<file path="src/rtl/alu_frame_sequencer.sv">
// alu_frame_sequencer
// Walks the stored frame in raster order and issues one ALU read per output
// pixel when the memory controller grants it. The matching write strobe comes
// out a fixed PIPE_LAT cycles later, when the ALU result emerges.
//
// Build option: define ALU_SEQ_BORDER_EN to scan the full frame, rows
// 0..V_RES-1 and columns 0..H_RES-1, so the address simply increments. The
// ALU then handles the out-of-frame taps. Without it, only interior pixels
// are scanned, so the 3x3 window never leaves the frame.
//
// Handshake: a read transfers on every cycle where ren_alu is high.
// ren_alu = (state == RUN) & gnt, so gnt plays the role of ready and the
// address holds while gnt is low. The write side has no back-pressure.
// Each transferred read produces exactly one wen_alu pulse PIPE_LAT cycles
// later. Gaps in gnt show up as matching gaps in wen_alu.
module alu_frame_sequencer #(
  parameter int H_RES    = 320,
  parameter int V_RES    = 240,
  parameter int AW       = 17,
  parameter int PIPE_LAT = 4
) (
  input  logic          CLK100MHZ,
  input  logic          rst_n,
  input  logic          start,
  input  logic          abort,
  input  logic          pass_thru,
  input  logic          gnt,
  output logic          ren_alu,
  output logic [AW-1:0] raddr_alu,
  output logic          wen_alu,
  output logic [AW-1:0] waddr_alu,
  output logic          busy,
  output logic          done
);

  // Scan window bounds and the address step applied at a row wrap.
  // When the column wraps from LAST_COL back to FIRST_COL, the address moves
  // by (H_RES - LAST_COL) + FIRST_COL. That step is 3 for the interior scan
  // and 1 for the full-frame scan.
`ifdef ALU_SEQ_BORDER_EN
  localparam int FIRST_ROW = 0;
  localparam int LAST_ROW  = V_RES - 1;
  localparam int FIRST_COL = 0;
  localparam int LAST_COL  = H_RES - 1;
  localparam int WRAP_STEP = 1;
`else
  localparam int FIRST_ROW = 1;
  localparam int LAST_ROW  = V_RES - 2;
  localparam int FIRST_COL = 1;
  localparam int LAST_COL  = H_RES - 2;
  localparam int WRAP_STEP = 3;
`endif

  // Elaboration-time constant; no multiplier is built.
  localparam int FIRST_ADDR = FIRST_ROW * H_RES + FIRST_COL;
  localparam int RW = (V_RES > 1) ? $clog2(V_RES) : 1;
  localparam int CW = (H_RES > 1) ? $clog2(H_RES) : 1;

  typedef enum logic [1:0] {
    IDLE  = 2'd0,
    RUN   = 2'd1,
    DRAIN = 2'd2,
    DONE  = 2'd3
  } state_t;

  state_t state_q;
  state_t state_d;

  logic [RW-1:0]       row_q;
  logic [CW-1:0]       col_q;
  logic [AW-1:0]       addr_q;
  logic                col_last;
  logic                px_last;

  logic [PIPE_LAT-1:0] vld_q;
  logic [PIPE_LAT-1:0] vld_shift;
  logic [AW-1:0]       addr_pipe_q [PIPE_LAT];

  // Read request, scan-position decode and the valid pipe's next value.
  always_comb begin
    ren_alu  = (state_q == RUN) && gnt;
    col_last = (col_q == CW'(LAST_COL));
    px_last  = col_last && (row_q == RW'(LAST_ROW));
    // The valid pipe shifts in ren_alu at its low end, and the top stage
    // drops out. DRAIN tests this next value, so DONE lands in the cycle
    // right after the final wen_alu.
    vld_shift = PIPE_LAT'({vld_q, ren_alu});
  end

  // State register.
  always_ff @(posedge CLK100MHZ or negedge rst_n) begin
    if (!rst_n) begin
      state_q <= IDLE;
    end else begin
      state_q <= state_d;
    end
  end

  // Next-state logic. Abort overrides everything, including a start in the
  // same cycle.
  always_comb begin
    state_d = state_q;
    case (state_q)
      IDLE: begin
        if (!abort && start && !pass_thru) begin
          state_d = RUN;
        end
      end
      RUN: begin
        if (abort) begin
          state_d = IDLE;
        end else if (ren_alu && px_last) begin
          state_d = DRAIN;
        end
      end
      DRAIN: begin
        if (abort) begin
          state_d = IDLE;
        end else if (vld_shift == '0) begin
          state_d = DONE;
        end
      end
      DONE: begin
        state_d = IDLE;
      end
      default: begin
        state_d = IDLE;
      end
    endcase
  end

  // Status outputs. An abort in DONE suppresses the done pulse.
  always_comb begin
    busy = (state_q == RUN) || (state_q == DRAIN);
    done = (state_q == DONE) && !abort;
  end

  // Raster counters and the incremental centre-pixel address.
  // Outside RUN, and whenever a pass is abandoned or completed, the counters
  // sit on the first scan pixel. Each new pass therefore starts there.
  always_ff @(posedge CLK100MHZ or negedge rst_n) begin
    if (!rst_n) begin
      row_q  <= RW'(FIRST_ROW);
      col_q  <= CW'(FIRST_COL);
      addr_q <= AW'(FIRST_ADDR);
    end else if ((state_q != RUN) || abort || (ren_alu && px_last)) begin
      row_q  <= RW'(FIRST_ROW);
      col_q  <= CW'(FIRST_COL);
      addr_q <= AW'(FIRST_ADDR);
    end else if (ren_alu) begin
      if (col_last) begin
        row_q  <= row_q + RW'(1);
        col_q  <= CW'(FIRST_COL);
        addr_q <= addr_q + AW'(WRAP_STEP);
      end else begin
        col_q  <= col_q + CW'(1);
        addr_q <= addr_q + AW'(1);
      end
    end
  end

  assign raddr_alu = addr_q;

  // Valid pipe. It shifts every cycle; abort empties it so that reads still
  // in flight never produce a write.
  always_ff @(posedge CLK100MHZ or negedge rst_n) begin
    if (!rst_n) begin
      vld_q <= '0;
    end else if (abort) begin
      vld_q <= '0;
    end else begin
      vld_q <= vld_shift;
    end
  end

  // Address pipe. It tracks the valid pipe stage for stage; its contents
  // only matter where the matching valid bit is set.
  always_ff @(posedge CLK100MHZ or negedge rst_n) begin
    if (!rst_n) begin
      for (int i = 0; i < PIPE_LAT; i++) begin
        addr_pipe_q[i] <= '0;
      end
    end else begin
      addr_pipe_q[0] <= addr_q;
      for (int i = 1; i < PIPE_LAT; i++) begin
        addr_pipe_q[i] <= addr_pipe_q[i-1];
      end
    end
  end

  assign wen_alu   = vld_q[PIPE_LAT-1];
  assign waddr_alu = addr_pipe_q[PIPE_LAT-1];

endmodule

</file>
<file path="config.mk">
export PLATFORM = sky130hd
export DESIGN_NAME = alu_frame_sequencer
export DESIGN_NICKNAME = d
export VERILOG_FILES = /design/src/rtl/alu_frame_sequencer.sv
export SDC_FILE = /design/constraint.sdc
export NUM_CORES = 1
export LEC_CHECK = 0
export CORE_MARGIN = 2
export CORE_UTILIZATION = 46
export DETAILED_ROUTE_END_ITERATION = 8
export PLACE_DENSITY = 0.63
export SYNTH_ARGS = -nofsm -noshare
export SYNTH_HDL_FRONTEND = slang
export SYNTH_SLANG_ARGS = --single-unit
</file>
<file path="constraint.sdc">
create_clock -name CLK100MHZ -period 3.35 [get_ports CLK100MHZ]
set_input_delay 0.67 -clock CLK100MHZ [delete_from_list [all_inputs] [get_ports CLK100MHZ]]
set_output_delay 0.67 -clock CLK100MHZ [all_outputs]
set_load 0.02 [all_outputs]
</file>
==> flow_summary.ini <==
[status]
status = completed

[synthesis]
syn_area_um2 = 4040
ys.flop_type = dfrtp_1
yosysSeqAreaShare = 0.670
postSynthAreaPerCell_um2 = 13.0
synth_fp_nets = 328
ys_ff_latch = 108
synthCells = 311
synth_edf_count = 0
async_flop_share = 1.00
yosys_warnings = 0
ys_types = 47

[floorplanning]
die_w_um = 97.7
io_pins = 44
initial_core_util = 0.468
dieArea_um2 = 9550
chipHeight_um = 97.7
core_um2 = 8640
rows = 34

[placement]
placedCellCount = 442
dpl_cell_area_um2 = 4460
port-buffer-count = 43
place_hpwl_um = 4120
dp_slack_ns = 0.651
place.gp.congestion = 0.813

[sta]
tns_ns = 0
slew_headroom = 0.353
fmax_mhz = 372
final_max_slew_viol_count = 0
hold_viol = 0
setup_viol_count_final = 0
fin_crit_sh = 0.802
setup_ws_ns = 0.663
min_period_ns = 2.69
hold_ws_ns = 0.345
tightest_slew_ns = 0.970
rsz0062_at_grt = no
fin_skew_ns = 0.00867

[power]
p_sw_frac = 0.284
p_comb_frac = 0.153
p_clk_frac = 0.289
powerDensity_nw_per_um2 = 542
power_mw = 2.51
max-vdd-ir-drop_mv = 0.318
seq_power_share = 0.558
switchingPower_mw = 0.714
leakage_nw = 2.08
p_int_mw = 1.80

[final_layout]
final_nets = 362
syn2layout_area_growth_pct = 14.8
finalNonFillerCells = 458
final_area_um2 = 4640
final_core_util = 0.537
mostFrequentLayoutCells = dfrtp_1, clkdlybuf4s50_1, nor2_1
fill_cells = 737
final_common_cell = dfrtp_1
n_antenna_cell = 0
layout-drive-gt1-share = 0.100

[detailed_routing]
ant_nets = 0
drt_iter0_drc = 119
vias_per_cell = 5.00
drc = 0
dr.max_layer_used = met4
wl_met2_um = 2940
wire_per_inst_um = 13.7
totalWireLength_um = 6280
route.vias.total = 2288
drtPass1Iterations = 4
wl_met3_um = 253
drt-met1-wl_um = 2980

[worst_setup_path]
worstPathMaxFanout = 8
critical_path_class = reg2reg
reg2reg_depth = 11
slowest_stage = dfstp_2
cp-end-kind = flop
startpoint = col_q[0]$_DFFE_PN1P_
slowest_delay_ns = 0.57
rr_endpoint = raddr_alu[13]$_DFFE_PN0P_
crit_path_cell_trace = inv_1, ha_1, and4bb_2, nand2_2, inv_1, ha_1, a21oi_1, nor3_1, nand4_1, xor2_1, nor2_1
worstSetupStartpointType = flop
timing.rr.start = col_q[0]$_DFFE_PN1P_
cp.required_ns = 3.60
crit_arrival_ns = 2.93
worst-r2r-setup-slack_ns = 0.66

[worst_hold_path]
hold_path_end = addr_pipe_q[20]$_DFF_PN0_
min_from = addr_pipe_q[37]$_DFF_PN0_
hold_depth = 0
hold_class = reg2reg

[clocking]
cts_hold_buf = 0
postCtsSetupRepairBufs = 0
clock-sinks = 108
post_cts_resized = 0
clockBufferDepth = 2
clk_pin_slew_ns = 0.10
insertion_delay_ns = 0.37
cts_buffers = 9
root_buffer = clkbuf_8
cts_tree = done
h-tree-depth = 3

[global_route]
overflow = 0
antenna_found_initial = 0
grtUsageTotal = 0.142
grt_pass1_wl_um = 10700
grt_max_degree = 82
grt_pass1_vias = 2183

[run]
cap_violations = 0
==> power groups by stage <==
stage	clock network, mW	logic (mW)	registers, mW
after detailed placement	0	0.389	1.43
after CTS	0.762	0.392	1.41
after global routing	0.810	0.427	1.41
final	0.728	0.384	1.40
after global placement	0	0.385	1.43
after floorplan	0	0.256	1.43
==> flip-flops by register name, summed over array words and instances (netlist names) <==
signal,cells
col_q,9
raddr_alu,17
addr_pipe_q,51
state_q,2
vld_q,4
row_q,8
waddr_alu,17
==> synth_stat cells (all sizes together) (3+ instances only) <==
master,number,area share
dfstp,5,0.033
or3,3,0.0046
nand4,6,0.011
nand2,20,0.020
nor2,27,0.026
buf,22,0.042
inv,8,0.0074
xor2,10,0.022
dfrtp,103,0.64
nor2b,5,0.0077
ha,10,0.031
and3,8,0.012
a31oi,4,0.0062
nand3,10,0.015
o21ai,11,0.014
nor3,9,0.011
xnor2,8,0.017
a21oi,13,0.017
==> critical path, delay by kind of cell (launching register included) <==
family,cells,cell delay [ns]
adders and majority gates,2,0.49
DFF,1,0.57
AOI/OAI and AO/OA,1,0.07
buffers and inverters,2,0.20
xor gates and xnor gates,1,0.16
and+or+nand+nor,5,1.08
==> area by class of cell <==
type,count,area [um^2],share of cell area
Tap cell,108,135,0.0291
Multi-Input combinational cell,171,1120,0.243
Timing Repair Buffer,47,458,0.0987
Inverter,8,30.0,0.00647
Clock buffer,10,128,0.0275
Sequential cell,108,2710,0.584
Clock inverter,6,53.8,0.0116
==> cells by family (layout without fill, tap and decap cells) <==
kind of cell               after synthesis  count (layout)  share of synthesized area
DFF                                    108             108                      0.670
and+or+nand+nor                        105             105                      0.148
AOI/OAI and AO/OA                       36              36                     0.0529
buffers and inverters                   32              71                     0.0514
xor gates and xnor gates                18              18                     0.0390
adders and majority gates               11              11                     0.0359
muxes                                    1               1                    0.00248
==> worst max-delay path by stage <==
stage	endpoint	slack, ns	cells past startpoint
final	raddr_alu[13]$_DFFE_PN0P_	0.66	11
after global placement	raddr_alu[15]$_DFFE_PN0P_	0.70	11
after floorplan	raddr_alu[13]$_DFFE_PN0P_	0.90	11
after detailed placement	raddr_alu[13]$_DFFE_PN0P_	0.65	11
after global routing	raddr_alu[13]$_DFFE_PN0P_	0.42	11
after CTS	raddr_alu[13]$_DFFE_PN0P_	0.63	11
==> per-layer routing <==
metal,track usage,vias up
met3,0.0451,9
met2,0.211,50
met1,0.200,1122
li1,-,1107
met5,0,-
met4,0.0534,0
(Power assumes the default switching activity.)
==> RTL edit 1 (same settings) <==
Change the parameter `H_RES` from 320 to 640.
--- a/src/rtl/alu_frame_sequencer.sv
+++ b/src/rtl/alu_frame_sequencer.sv
@@ -14,7 +14,7 @@
 // Each transferred read produces exactly one wen_alu pulse PIPE_LAT cycles
 // later. Gaps in gnt show up as matching gaps in wen_alu.
 module alu_frame_sequencer #(
-  parameter int H_RES    = 320,
+  parameter int H_RES    = 640,
   parameter int V_RES    = 240,
   parameter int AW       = 17,
   parameter int PIPE_LAT = 4
Formal check against the unedited RTL: not equivalent (Yosys sat finds a counterexample within 4 cycles, from zero or initial values and one cycle with rst_n low).
==> RTL edit 1 against the unedited design <==
- clock power increased by 2%
- utilization grew 0.69 points
- power increased by 1.9%
- sequential share of layout area fell by 1.1 points
- final area grew 2.8%
- sequential cell count is 1 higher
- worst setup slack better by 25 ps
- routed wire length is 3.0% higher
- first-iteration DRC count is 25% lower
- synthesized area rose by 3.4%
==> RTL edit 1: results (changes against the unedited design) <==
Hold path
  • Hold path cells: 0 (unchanged)
  • Hold path endpoint: addr_pipe_q[23]
  • HP Class: register to register
  • Hold Crit Start: addr_pipe_q[40]

Critical path
  • CP arrival: 1990 ps (-940 ps)
  • Largest delay contributor family on the critical path: buffers and inverters
  • Slowest-stage cell, CP: clkdlybuf4s50_1
  • Reg2reg path depth: 11 (unchanged)
  • Max incr delay on CP: 610 ps (+40 ps)
  • Crit-path max FO: 5 (-3)
  • Reg2Reg Setup Slack: 760 ps (+100 ps)
  • R2r endpoint: raddr_alu[11]

Clock network
  • Root buf cell: clkbuf_8
  • CTS H-tree depth: 3 (unchanged)
  • Clock buffer depth: 2 (unchanged)
  • Post-CTS Resized: 0 (unchanged)
  • Clk Latency, worst-skew pair: around 360 ps

Timing
  • Setup TNS: 0 ps (unchanged)
  • Measured slew at the worst slew-check pin: 727.0 ps (-243.2 ps)
  • Worst Clk Skew: 12.91 ps (+4.242 ps)

Placement
  • # port buffers: 43 (unchanged)
  • Detailed placer's ending HPWL: 4358 um (+5.8%)
  • RePlAce Congestion: 0.7702 (-5.2%)

Layout
  • Max reg flops: 51 (unchanged)
  • # diodes: 0 (unchanged)
  • Largest Register: addr_pipe_q
  • Net count, final: 373 (+3.0%)
  • Share of cells above drive strength 1: 0.1136 (+0.01357)
  • Filler Cells Inserted: 759 (+3.0%)

Routing
  • Post-Route WL: 6462 um (+3.0%)
  • DRT Pass-1 Iters: 4 (unchanged)
  • Initial drt markers: 89 (-25%)
  • Vias after detailed routing: 2,385 (+4.2%)

Yosys
  • Asr flop ratio synth: 1.000 (unchanged)
  • YS warnings: 0 (unchanged)
  • Post-synth net total: 339 (+3.4%)
  • Synth top area cells: dfrtp_1, buf_4, dfstp_2
  • Unique masters post-synth: 55 (+17%)
  • Top cells by count, synth: dfrtp_1, nor2_1, buf_4, nand2_1, a21oi_1
  • Post-synthesis sequential area ratio: 0.6540 (-0.01628)

Global routing
  • Largest net degree at the start of global routing: 61 (-26%)
  • Vias in the first global route: 2,342 (+7.3%)
  • First-pass GRT wire length: 11,280 um (+5.4%)
  • GRT Overall Usage: 0.1441 (+0.001742)

Power and ir drop
  • Pleak: 2.109 nW (+1.6%)
  • Peak VDD IR: 271.1 uV (-15%)
  • Psw: 0.0007414 W (+3.8%)

Run status
  • Outcome: finished clean
==> RTL edit 1: worst max-delay path by stage <==
stage                     slack [ps]            end  startpoint
after floorplan                 1010  raddr_alu[11]    col_q[0]
after global placement           700        ren_alu         gnt
after detailed placement         700           done       abort
after CTS                        650        ren_alu  state_q[1]
after global routing             500  raddr_alu[11]    col_q[0]
final                            690        ren_alu  state_q[1]
==> RTL edit 1: metrics by stage <==
| stage | hold slack, ps | area, um^2 | setup slack (ps) | util | instances |
|---|---|---|---|---|---|
| 2_1_floorplan | 331.2 | 4180 | 1011 | - | 322 |
| 3_3_place_gp | 331.3 | 4586 | 703.0 | 0.5233 | 453 |
| 3_5_place_dp | 334.7 | 4586 | 697.7 | 0.5233 | 453 |
| 4_1_cts | 347.7 | 4767 | 654.4 | 0.5440 | 469 |
| 5_1_grt | 348.4 | 4767 | 502.7 | 0.5440 | 469 |
| 6_report | 343.6 | 4767 | 687.5 | 0.5440 | 469 |
==> RTL edit 1: cell families after synthesis <==
logic type               count (synthesis)  share of synthesized area
AND/OR/NAND/NOR                        113                     0.1613
flip-flops                             109                     0.6540
adder cells (fa/ha/maj)                 11                    0.03472
multiplexers                             2                   0.004789
AO/OA/AOI/OAI                           40                    0.06136
buffers and inverters                   31                    0.05028
XOR/XNOR                                16                    0.03352
==> RTL edit 1: power by group through the flow <==
stage	logic, W	clock network, W	registers [W]
after floorplan	0.000273	0	0.00145
after global placement	0.000397	0	0.00145
after detailed placement	0.000399	0	0.00146
after CTS	0.000401	0.000766	0.00143
after global routing	0.000447	0.000817	0.00144
final	0.000391	0.000739	0.00143
==> RTL edit 1: cell type report <==
class	count	share of cell area
Clock inverter	6	0.01129
Timing Repair Buffer	46	0.09449
Clock buffer	10	0.02677
Inverter	8	0.006299
Multi-Input combinational cell	182	0.2593
Sequential cell	109	0.5735
Tap cell	108	0.02835
==> RTL edit 1: metal layers <==
layer  share of wire  GRT usage  vias to the layer above
li1                -          -                     1148
met1            0.48     0.1991                     1196
met2            0.48     0.2308                       33
met3           0.024    0.02530                        8
met4           0.015    0.05374                        0
met5               0          0                        -
==> RTL edit 2 (same settings) <==
Made on the original files. Re-encode `state_t` (4 states) as one-hot, 4 bits wide.
--- a/src/rtl/alu_frame_sequencer.sv
+++ b/src/rtl/alu_frame_sequencer.sv
@@ -56,11 +56,11 @@
   localparam int RW = (V_RES > 1) ? $clog2(V_RES) : 1;
   localparam int CW = (H_RES > 1) ? $clog2(H_RES) : 1;
 
-  typedef enum logic [1:0] {
-    IDLE  = 2'd0,
-    RUN   = 2'd1,
-    DRAIN = 2'd2,
-    DONE  = 2'd3
+  typedef enum logic [3:0] {
+    IDLE  = 4'b0001,
+    RUN   = 4'b0010,
+    DRAIN = 4'b0100,
+    DONE  = 4'b1000
   } state_t;
 
   state_t state_q;
Function: no difference found for any inputs over 10 cycles, from zero or initial values and one cycle with rst_n low; not proved beyond that.
==> RTL edit 2 against the unedited design <==
- sequential share of layout area about the same
- routed wire length is 3.0% higher
- critical path depth fell by 8
- sequential cell count increased by 2
- synthesized area grew 0.87%
- global-route usage rose by 0.44 points
- final area rose by 1.9%
- worst setup slack worse by 230 ps
- hold slack got worse by 93 ps
- critical endpoint is now ren_alu
- largest cell class unchanged
Power is not compared: it rests on default switching activity, and its combinational part moved more than twofold at a synthesized area within 25%.
==> RTL edit 2: results (changes against the unedited design) <==
Critical path
  • Slowest-stage cell, CP: or4b_4
  • CP arrival: 2250 ps (-680 ps)
  • Crit-path max FO: 6 (-2)
  • Max incr delay on CP: 630 ps (+60 ps)

Global routing
  • Vias in the first global route: 2,296 (+5.2%)
  • Largest net degree at the start of global routing: 72 (-12%)
  • First-pass GRT wire length: 11,280 um (+5.4%)
  • GRT Overall Usage: 0.1467 (+0.004393)

Layout
  • Share of cells above drive strength 1: 0.1039 (+0.003933)
  • Net count, final: 363 (+0.28%)

Yosys
  • Unique masters post-synth: 45 (-4.3%)
  • Post-Synth XOR/XNOR Area: 0.04942 (+0.01041)
  • Top cells by count, synth: dfrtp_1, nor2_1, nand2_1
  • Post-synthesis sequential area ratio: 0.6771 (+0.006824)
  • Proportion of synthesized area in mux cells: 0.002455 (-0.00002129)
  • Synth top area cells: dfrtp_1, dfstp_2, xnor2_1
  • Synth Area in Adders: 0.02026 (-0.01566)
  • Synth Area in Compound Gates: 0.04850 (-0.004445)

Timing
  • Worst Clk Skew: 10.08 ps (+1.414 ps)
  • Measured slew at the worst slew-check pin: 579.5 ps (-390.7 ps)

Power and ir drop
  • Peak VDD IR: roughly 220 uV

Run status
  • Outcome: finished clean

Placement
  • RePlAce Congestion: 0.7992 (-1.7%)
  • Detailed placer's ending HPWL: 4433 um (+7.7%)

Clock network
  • Clock buffer count from CTS: 9 (unchanged)

Routing
  • Vias after detailed routing: 2,307 (+0.83%)
  • Routed len/inst: 13.94 um (+1.7%)
  • Initial drt markers: 85 (-29%)

Hold path
  • HP Class: primary input to async pin
[RTL edit 2: layout make-up]
type,count,area (um^2)
fillers,719,3909
flip-flops and latches,110,2760
multi-input cells,174,1120
repair buffers,46,462.9
well taps,108,135.1
clock buffers,9,123.9
clock inverters,7,87.58
inverters,10,37.54
[RTL edit 2: worst paths after layout]
check                           depth (start not counted)         endpoint       startpoint  slack, ps
worst min-delay path                                    1  addr_pipe_q[37]            rst_n        250
min in group CLK100MHZ                                  0  addr_pipe_q[44]  addr_pipe_q[61]        350
worst max-delay path                                    3          ren_alu       state_q[3]        430
worst min register to register                          0  addr_pipe_q[44]  addr_pipe_q[61]        350
worst max register to register                         11    raddr_alu[16]         col_q[0]        760
max in group asynchronous                               2       state_q[0]            rst_n       2330
[RTL edit 2: cell families (layout without fill, tap and decap cells)]
group	Yosys count	after routing
flip-flops	110	110
AO/OA/AOI/OAI	29	29
buffers and inverters	32	72
AND/OR/NAND/NOR	115	115
adder cells (fa/ha/maj)	6	6
multiplexers	1	1
XOR/XNOR	23	23
[RTL edit 2: stage by stage]
| step | instance area, um^2 | cells | setup slack (ps) | utilization | power, W |
|---|---|---|---|---|---|
| 6_report | 4727 | 464 | 433.5 | 0.5474 | 0.002177 |
| 5_1_grt | 4727 | 464 | 339.3 | 0.5474 | 0.002267 |
| 4_1_cts | 4727 | 464 | 417.7 | 0.5474 | 0.002208 |
| 3_5_place_dp | 4516 | 448 | 612.2 | 0.5229 | 0.001411 |
| 3_3_place_gp | 4516 | 448 | 642.1 | 0.5229 | 0.001410 |
| 2_1_floorplan | 4076 | 316 | 1046 | - | 0.001370 |
[RTL edit 2: power by group]
group	switching (W)	internal (W)	total [W]
Sequential	0.00000235	0.00133	0.00133
Clock	0.000492	0.000302	0.000794
Combinational	0.0000375	0.0000134	0.0000509
Total	0.000532	0.00165	0.00218
[RTL edit 2: worst register-to-register path, delay by kind of cell, from the launching register on]
family	cells	cell delay (ps)
AO/OA/AOI/OAI	1	140
flip-flops	1	410
buffers and inverters	2	280
AND/OR/NAND/NOR	6	1250
adder cells (fa/ha/maj)	2	440
[RTL edit 2: per-layer routing]
metal  up-vias  part of all wire  GRT usage  routed length (um)
li1       1127                 -          -                   -
met1      1149              0.46     0.2024                2965
met2        25              0.50     0.2329                3234
met3         6             0.030    0.04152                 196
met4         0             0.011    0.03793                  69
met5         -                 0          0                   0
